### config.mk
export PLATFORM = sky130hd
export DESIGN_NAME = vga_bus_arbiter
export DESIGN_NICKNAME = d
export VERILOG_FILES = /design/src/rtl/vga_bus_arbiter.sv
export SDC_FILE = /design/constraint.sdc
export NUM_CORES = 1
export LEC_CHECK = 0
export ABC_CLOCK_PERIOD_IN_PS = 2750
export CAP_MARGIN = 20
export CORE_MARGIN = 1
export CORE_UTILIZATION = 30
export CTS_BUF_LIST = sky130_fd_sc_hd__clkbuf_4 sky130_fd_sc_hd__clkbuf_8
export CTS_CLUSTER_DIAMETER = 40
export DETAILED_ROUTE_END_ITERATION = 7
export GPL_ROUTABILITY_DRIVEN = 0
export SYNTH_ARGS = -nofsm -noshare
export SYNTH_HDL_FRONTEND = slang
export SYNTH_SLANG_ARGS = --single-unit
### constraint.sdc
create_clock -name mclk -period 2.75 [get_ports mclk]
set_input_delay 0.55 -clock mclk [delete_from_list [all_inputs] [get_ports mclk]]
set_output_delay 0.55 -clock mclk [all_outputs]
set_load 0.05 [all_outputs]
### src/rtl/vga_bus_arbiter.sv
// Two-requester round-robin arbiter and strobe sequencer for the VGA card's ISA-style bus.
// Each granted cycle runs ADDR -> CMD (with WAIT extension and timeout) -> HOLD; all outputs are registered.
module vga_bus_arbiter #(
  parameter int SETUP_CYC   = 2,
  parameter int CMD_CYC     = 4,
  parameter int HOLD_CYC    = 2,
  parameter int TIMEOUT_CYC = 255
) (
  input  logic        mclk,
  input  logic        reset,
  input  logic [1:0]  req,
  input  logic [1:0]  req_io,
  input  logic [1:0]  req_rw,
  input  logic [3:0]  req_addr,
  input  logic [31:0] req_wdata,
  output logic [1:0]  gnt,
  output logic [1:0]  ack,
  output logic [15:0] rdata,
  output logic        timeout,
  output logic        busy,
  output logic        BALE,
  output logic        MEMR,
  output logic        MEMW,
  output logic        IOR,
  output logic        IOW,
  output logic        SA0,
  output logic        SA12,
  output logic [15:0] DG_out,
  output logic        DG_oe,
  input  logic [15:0] DG_in,
  input  logic        WAIT
);

  typedef enum logic [1:0] {
    S_IDLE,
    S_ADDR,
    S_CMD,
    S_HOLD
  } state_e;

  localparam logic [3:0] SETUP_LAST  = 4'(SETUP_CYC - 1);
  localparam logic [3:0] CMD_LAST    = 4'(CMD_CYC - 1);
  localparam logic [3:0] HOLD_LAST   = 4'(HOLD_CYC - 1);
  localparam logic [7:0] TIMEOUT_LIM = 8'(TIMEOUT_CYC);

  state_e      state_q, state_d;
  logic [3:0]  phase_q, phase_d;
  logic [7:0]  wait_q, wait_d;
  logic        last_q, last_d;
  logic        own_q, own_d;
  logic        io_q, io_d;
  logic        rw_q, rw_d;
  logic [1:0]  gnt_q, gnt_d;
  logic [1:0]  ack_q, ack_d;
  logic [15:0] rdata_q, rdata_d;
  logic        timeout_q, timeout_d;
  logic        busy_q, busy_d;
  logic        bale_q, bale_d;
  logic        memr_q, memr_d;
  logic        memw_q, memw_d;
  logic        ior_q, ior_d;
  logic        iow_q, iow_d;
  logic        sa0_q, sa0_d;
  logic        sa12_q, sa12_d;
  logic [15:0] dg_out_q, dg_out_d;
  logic        dg_oe_q, dg_oe_d;

  logic        pick;
  logic        cmd_done;
  logic        cmd_tmo;

  always_comb begin
    // NOTE: every signal written here gets a default first, so no path can leave one unassigned and infer a latch.
    state_d   = state_q;
    phase_d   = phase_q;
    wait_d    = wait_q;
    last_d    = last_q;
    own_d     = own_q;
    io_d      = io_q;
    rw_d      = rw_q;
    gnt_d     = gnt_q;
    ack_d     = 2'b00;
    rdata_d   = rdata_q;
    timeout_d = 1'b0;
    bale_d    = bale_q;
    memr_d    = memr_q;
    memw_d    = memw_q;
    ior_d     = ior_q;
    iow_d     = iow_q;
    sa0_d     = sa0_q;
    sa12_d    = sa12_q;
    dg_out_d  = dg_out_q;
    dg_oe_d   = dg_oe_q;
    pick      = 1'b0;
    cmd_done  = 1'b0;
    cmd_tmo   = 1'b0;

    unique case (state_q)
      S_IDLE: begin
        if (req != 2'b00) begin
          // With both pending, the requester that did not win last time goes next.
          pick     = (req == 2'b11) ? ~last_q : req[1];
          own_d    = pick;
          last_d   = pick;
          io_d     = req_io[pick];
          rw_d     = req_rw[pick];
          gnt_d    = pick ? 2'b10 : 2'b01;
          sa0_d    = pick ? req_addr[2] : req_addr[0];
          sa12_d   = pick ? req_addr[3] : req_addr[1];
          bale_d   = 1'b0;
          if (!req_rw[pick]) begin
            dg_oe_d  = 1'b1;
            dg_out_d = pick ? req_wdata[31:16] : req_wdata[15:0];
          end
          wait_d   = 8'd0;
          phase_d  = 4'd0;
          state_d  = S_ADDR;
        end
      end

      S_ADDR: begin
        if (phase_q == SETUP_LAST) begin
          bale_d  = 1'b1;
          unique case ({io_q, rw_q})
            2'b00: memw_d = 1'b0;
            2'b01: memr_d = 1'b0;
            2'b10: iow_d  = 1'b0;
            2'b11: ior_d  = 1'b0;
          endcase
          phase_d = 4'd0;
          state_d = S_CMD;
        end else begin
          phase_d = phase_q + 4'd1;
        end
      end

      S_CMD: begin
        // WAIT matters only from the last minimum cycle on, and only for memory cycles.
        if (phase_q != CMD_LAST) begin
          phase_d = phase_q + 4'd1;
        end else if (io_q || WAIT) begin
          cmd_done = 1'b1;
        end else if (wait_q == TIMEOUT_LIM) begin
          cmd_done = 1'b1;
          cmd_tmo  = 1'b1;
        end else begin
          wait_d = wait_q + 8'd1;
        end

        if (cmd_done) begin
          memr_d    = 1'b1;
          memw_d    = 1'b1;
          ior_d     = 1'b1;
          iow_d     = 1'b1;
          ack_d     = own_q ? 2'b10 : 2'b01;
          timeout_d = cmd_tmo;
          if (rw_q) begin
            rdata_d = cmd_tmo ? 16'hFFFF : DG_in;
          end
          phase_d   = 4'd0;
          state_d   = S_HOLD;
        end
      end

      S_HOLD: begin
        if (phase_q == HOLD_LAST) begin
          sa0_d    = 1'b1;
          sa12_d   = 1'b1;
          dg_oe_d  = 1'b0;
          dg_out_d = 16'hFFFF;
          gnt_d    = 2'b00;
          phase_d  = 4'd0;
          state_d  = S_IDLE;
        end else begin
          phase_d = phase_q + 4'd1;
        end
      end

      default: state_d = S_IDLE;
    endcase

    busy_d = (state_d != S_IDLE);
  end

  always_ff @(posedge mclk) begin
    // NOTE: state is updated with non-blocking assignments so every flop samples the pre-edge values.
    if (reset) begin
      state_q   <= S_IDLE;
      phase_q   <= 4'd0;
      wait_q    <= 8'd0;
      last_q    <= 1'b1;
      own_q     <= 1'b0;
      io_q      <= 1'b0;
      rw_q      <= 1'b0;
      gnt_q     <= 2'b00;
      ack_q     <= 2'b00;
      rdata_q   <= 16'hFFFF;
      timeout_q <= 1'b0;
      busy_q    <= 1'b0;
      bale_q    <= 1'b1;
      memr_q    <= 1'b1;
      memw_q    <= 1'b1;
      ior_q     <= 1'b1;
      iow_q     <= 1'b1;
      sa0_q     <= 1'b1;
      sa12_q    <= 1'b1;
      dg_out_q  <= 16'hFFFF;
      dg_oe_q   <= 1'b0;
    end else begin
      state_q   <= state_d;
      phase_q   <= phase_d;
      wait_q    <= wait_d;
      last_q    <= last_d;
      own_q     <= own_d;
      io_q      <= io_d;
      rw_q      <= rw_d;
      gnt_q     <= gnt_d;
      ack_q     <= ack_d;
      rdata_q   <= rdata_d;
      timeout_q <= timeout_d;
      busy_q    <= busy_d;
      bale_q    <= bale_d;
      memr_q    <= memr_d;
      memw_q    <= memw_d;
      ior_q     <= ior_d;
      iow_q     <= iow_d;
      sa0_q     <= sa0_d;
      sa12_q    <= sa12_d;
      dg_out_q  <= dg_out_d;
      dg_oe_q   <= dg_oe_d;
    end
  end

  assign gnt     = gnt_q;
  assign ack     = ack_q;
  assign rdata   = rdata_q;
  assign timeout = timeout_q;
  assign busy    = busy_q;
  assign BALE    = bale_q;
  assign MEMR    = memr_q;
  assign MEMW    = memw_q;
  assign IOR     = ior_q;
  assign IOW     = iow_q;
  assign SA0     = sa0_q;
  assign SA12    = sa12_q;
  assign DG_out  = dg_out_q;
  assign DG_oe   = dg_oe_q;

endmodule
## After elaboration in Yosys (flattened, before gate mapping)

Index checks and enable logic that the tools add are counted.
W data, S select, Z words.

- Register bits: 64
- Input bits: 61
- Word-level logic and storage cells: 136

- Add/sub/neg operators: 2
- $lt $le $gt $ge: 1
- Equality and inequality tests: 23
- Mux-type cells: 64
- Bitwise gates (word level): 3
- Reductions and logical operators: 22

Operator list:

| operator | count |
|---|---|
| $mux W16 | 5 |
| $mux W8 | 4 |
| $pmux W16 S2 | 1 |
| $mux W1 | 30 |
| $reduce_and A4 Y1 | 5 |
| $mux W2 | 8 |
| $mux W4 | 4 |
| $ne A2 B2 Y1 const B | 8 |
| $pmux W1 S2 | 8 |
| $pmux W8 S2 | 1 |
| $pmux W4 S3 | 1 |
| $reduce_bool A2 Y1 | 6 |
| $eq A2 B2 Y1 const B | 5 |
| $reduce_and A3 Y1 | 3 |
| $add A8 B1 Y8 const B | 1 |
| $eq A8 B8 Y1 const B | 1 |
| $ne A2 B1 Y1 const B | 4 |
| $pmux W2 S4 | 1 |
| $reduce_and A5 Y1 | 1 |
| $add A4 B1 Y4 const B | 1 |
| $eq A2 B1 Y1 const B | 2 |
| $eq A4 B1 Y1 const B | 1 |
| $logic_not A2 Y1 | 2 |
| $ne A4 B2 Y1 const B | 1 |
| 8 further kinds | 11 |

## Logic depth before layout (Yosys ltp)

- Depth after elaboration: 8
- Gate-level depth with buffers: 8
- Mapped depth without buffers: 7

## Worst setup path after synthesis

Ideal clock, no wire load.

- Kind: in2reg
- From: input WAIT
- To: register rdata_q[0], in the netlist rdata[0]
- Setup time: 0.117 ns
- Arrival: 1.752 ns
- Required time: 2.633 ns
- Path slack: 0.881 ns
- Stages on the path: 6
- Buffers on the path: 1
- Cell sequence: or2_4 > a41oi_4 > nor2_1 > a21o_1 > buf_2 > o22a_1

- Cells in the longest elaborated chain, start to end: 5
- Elaborated cells on any way between the ends: 9

Ends and longest elaborated chain:

| item | line | RTL |
|---|---|---|
| start, declared | 31 | `input logic WAIT` |
| $logic_or A1 B1 Y1 * | 141 | `end else if (io_q \|\| WAIT) begin` |
| $mux W1 | 141 |  |
| $mux W1 | 139 | `if (phase_q != CMD_LAST) begin` |
| $mux W1 | 98 | `unique case (state_q)` |
| $reduce_and A3 Y1 (no source line) or $mux W16 (tied branches) | n/a |  |
| end signal, assigned | 219 | `rdata_q <= rdata_d;` |
| end, declared | 55 | `logic [15:0] rdata_q, rdata_d;` |

Mark *: on every way between the ends. The rest lies on a longest branch, timed or not. The select of a mux whose other input is x is not followed.
A chain may end at the register's enable or synchronous reset.

## Final worst setup path

- From: input req[1]
- To: register dg_out_q[1], in the netlist DG_out[1]

- Cells in the longest elaborated chain, start to end: 6
- Elaborated cells on any way between the ends: 12

Ends and longest elaborated chain:

| item | line | RTL |
|---|---|---|
| start, declared | 11 | `input logic [1:0] req,` |
| $eq A2 B2 Y1 | 102 | `pick = (req == 2'b11) ? ~last_q : req[1];` |
| $mux W1 | 102 |  |
| $mux W1 (implied by the code) or $mux W16 (tied branches) | 111, 113 |  |
| $mux W1 (implied by the code) or $mux W16 (tied branches) | 111 | `if (!req_rw[pick]) begin` |
| $ne A2 B2 Y1 (no source line) or $mux W16 (tied branches) | n/a |  |
| $reduce_and A4 Y1 (no source line) or $pmux W16 S2 (tied branches) | n/a |  |
| end signal, assigned | 229 | `dg_out_q <= dg_out_d;` |
| end, declared | 65 | `logic [15:0] dg_out_q, dg_out_d;` |

Parallel ways exist; a longest one is shown, timed or not. The select of a mux whose other input is x is not followed.

==> impl_metrics.yaml <==
power:
  sw_frac_of_total_pct: 31.4
  clockPowerShare_pct: 32.0
  peakVddDrop_mv: 0.362
  power_frac_comb_pct: 25.9
  p_per_area_mw_per_mm2: 609
  intPower_uw: 1680
  power.net_switching_uw: 771
  seq_power_share_pct: 42.1
  leakagePower_uw: 0.00150
drt:
  avgViaCountPerCell: 4.91
  wl_met3_um: 676
  drtIter0Drc: 74
  wire_per_inst_um: 13.3
  vias: 2474
  drcViolationCount: 0
  met1_length_um: 3020
  ant_nets: 0
  highest_layer: "met4"
  wirelength_um: 6690
  drt_first_pass_iters: 4
  dr_wl_met2_um: 2910
clock_tree:
  cts_sinks: 64
  cts_repair_resize_count: 0
  clk_pin_slew_worst_paths_ps: 70
  postCtsHoldBufs: 0
  cts_root_buffer: "clkbuf_8"
  cts_setup_buffers: 0
  insertion_delay_ps: 340
  cts_made_buffers: 9
  htree_levels: 3
  clock_path_buffers: 2
  cts_tree: "done"
global_route:
  grt.total_usage_pct: 15.0
  grt_max_degree: 43
  grt_overflow_total: 0
  grt_pass1_vias: 2435
  grt_pass1_wl_um: 11300
  antenna_found_initial: 0
critical_path:
  critPathLaunchType: "primary input"
  crit_start: "req[1]"
  worstPathMaxFanout: 33
  rr_startpoint: "phase_q[0]$_SDFFE_PP0P_"
  crit_type: "primary input to flip-flop"
  required_ps: 2980
  r2r_end: "DG_out[1]$_SDFFE_PP1P_"
  crit_end: "DG_out[1]$_SDFFE_PP1P_"
  r2r_slack_ps: 710
  worstSetupEndpointType: "flip-flop"
  cp_data_arrival_time_ps: 2380
  reg2regPathDepth: 6
timing:
  setup_tns_ps: 0
  drv_slew: 0
  final.setup_skew_ps: 4.83
  hold_viol_final: 0
  setup_violations: 0
  slew_headroom_pct: 59.7
  fin_worst_hold_slack_ps: 444
  max_clock_freq_mhz: 465
  rsz0062_at_grt: "no"
  finalCritPeriodShare_pct: 78.2
  finalCriticalPeriod_ps: 2150
  worst_pin_slew_ps: 603
layout:
  drive_gt1_share_pct: 8.08
  final_net_count: 455
  antenna_cells: 0
  stdcell_count: 504
  syn_to_final_growth_pct: 50.2
die:
  rows: 34
  start_util_pct: 31.0
  die_w_um: 96.6
  pin_count: 107
  fp.dieH_um: 96.6
  die_area_mm2: 0.00934
  coreArea_mm2: 0.00868
yosys:
  ys.warnings.count: 0
  netlist_instances: 285
  synth_edf_count: 0
  postSynthAreaPerCell_um2: 9.43
  synth_top_area_share_pct: 47.7
  synth_common_cells: "64 x dfxtp_1, 39 x nor2_1, 24 x nand2_1"
  synth_ff_type: "dfxtp_1"
  syn-num-nets: 349
  yosys.cell_types.count: 47
  syn_area_mm2: 0.00269
  ys_seq_area_share_pct: 47.7
  ys_async_sr_fraction_pct: 0
  ys_ff_latch: 64
  synth.most_common_cell: "dfxtp_1"
  synthTopCellsByArea: "dfxtp_1 48%, a211o_1 5.9%, nor2_1 5.4%, o22a_1 5.2%, o22ai_1 4.7%"
  yosysTopAreaCell: "dfxtp_1"
placement:
  dp_cells: 488
  hpwl_um: 4780
  portBuffers: 106
outcome:
  outcome: "finished clean"
hold_path:
  hold_class: "flip-flop to flip-flop"
run:
  drv_cap: 0
==> layout make-up <==
| cell class | count | area [um^2] |
|---|---|---|
| clock inverters | 6 | 60.1 |
| fillers | 876 | 4640 |
| clock buffers | 10 | 131 |
| well taps | 108 | 135 |
| multi-input cells | 200 | 1300 |
| flip-flops and latches | 64 | 1280 |
| repair buffers | 111 | 1110 |
| inverters | 5 | 18.8 |
==> critical path, stage by stage <==
cell	delay, ps
clkdlybuf4s50_1	520
a21boi_4	290
mux2i_1	360
o22ai_2	160
buf_12	190
a211o_1	300
==> registers in the layout (all words and copies together), names as in the netlist <==
name,flops
IOW,1
own_q,1
timeout,1
busy,1
SA12,1
wait_q,8
ack,2
io_q,1
SA0,1
DG_out,16
DG_oe,1
gnt,2
phase_q,4
rdata,16
IOR,1
state_q,2
MEMR,1
last_q,1
MEMW,1
rw_q,1
BALE,1
==> metrics by stage <==
step / power [uW] / util, % / cell area, um^2 / setup WS (ps)
floorplan: 1450 / - / 2690 / 881
global placement: 1690 / 44.3 / 3840 / 297
detailed placement: 1690 / 44.3 / 3840 / 259
CTS: 2500 / 46.5 / 4030 / 633
global route: 2590 / 46.5 / 4030 / 532
finish: 2460 / 46.5 / 4030 / 599
==> worst min path at each step <==
| stage | depth (start not counted) | start | slack, ps | end |
|---|---|---|---|---|
| floorplan | 1 | own_q$_SDFFE_PP0P_ | 420 | ack[0]$_SDFF_PP0_ |
| global placement | 2 | MEMR$_SDFFE_PP1P_ | 430 | MEMR$_SDFFE_PP1P_ |
| global route | 2 | MEMR$_SDFFE_PP1P_ | 470 | MEMR$_SDFFE_PP1P_ |
| CTS | 1 | own_q$_SDFFE_PP0P_ | 450 | ack[0]$_SDFF_PP0_ |
| finish | 1 | own_q$_SDFFE_PP0P_ | 440 | ack[0]$_SDFF_PP0_ |
| detailed placement | 1 | own_q$_SDFFE_PP0P_ | 440 | ack[0]$_SDFF_PP0_ |
==> cell families after synthesis <==
kind of cell               after synthesis  share of synthesized area [%]
xor gates and xnor gates                 4                           1.30
muxes                                    3                           1.12
DFF                                     64                           47.7
and+or+nand+nor                         99                           17.9
AOI/OAI and AO/OA                       91                           26.5
buffers and inverters                   21                           4.05
adders and majority gates                3                           1.40
==> cell usage in the layout, fill, tap and decap left out, drive strengths merged, types with 3 or more instances in the layout <==
master         instances
a21o                   3
dfxtp                 64
o22ai                 21
clkinv                 3
o22a                  16
o31ai                  3
clkdlybuf4s50        106
nand3                  6
nor2b                  3
a211o                 18
o21ai                  6
a21oi                 11
inv                    5
nand2                 24
xor2                   4
a211oi                 4
clkbuf                10
nand4                  5
nand2b                 3
nor2                  41
buf                    5
mux2i                  3
nor3                   4
ha                     3
==> routing by layer <==
layer	track usage [%]	vias up
met3	8.02	6
met2	22.9	91
met5	0	-
met1	17.6	1119
li1	-	1258
met4	6.20	0
==> power groups by stage <==
stage / combinational, uW / clock (uW) / sequential (uW)
floorplan: 239 / 0 / 1210
global placement: 636 / 0 / 1050
detailed placement: 638 / 0 / 1050
CTS: 641 / 821 / 1040
global route: 683 / 864 / 1040
finish: 635 / 787 / 1030
No activity file was read; power rests on OpenSTA's default activity.
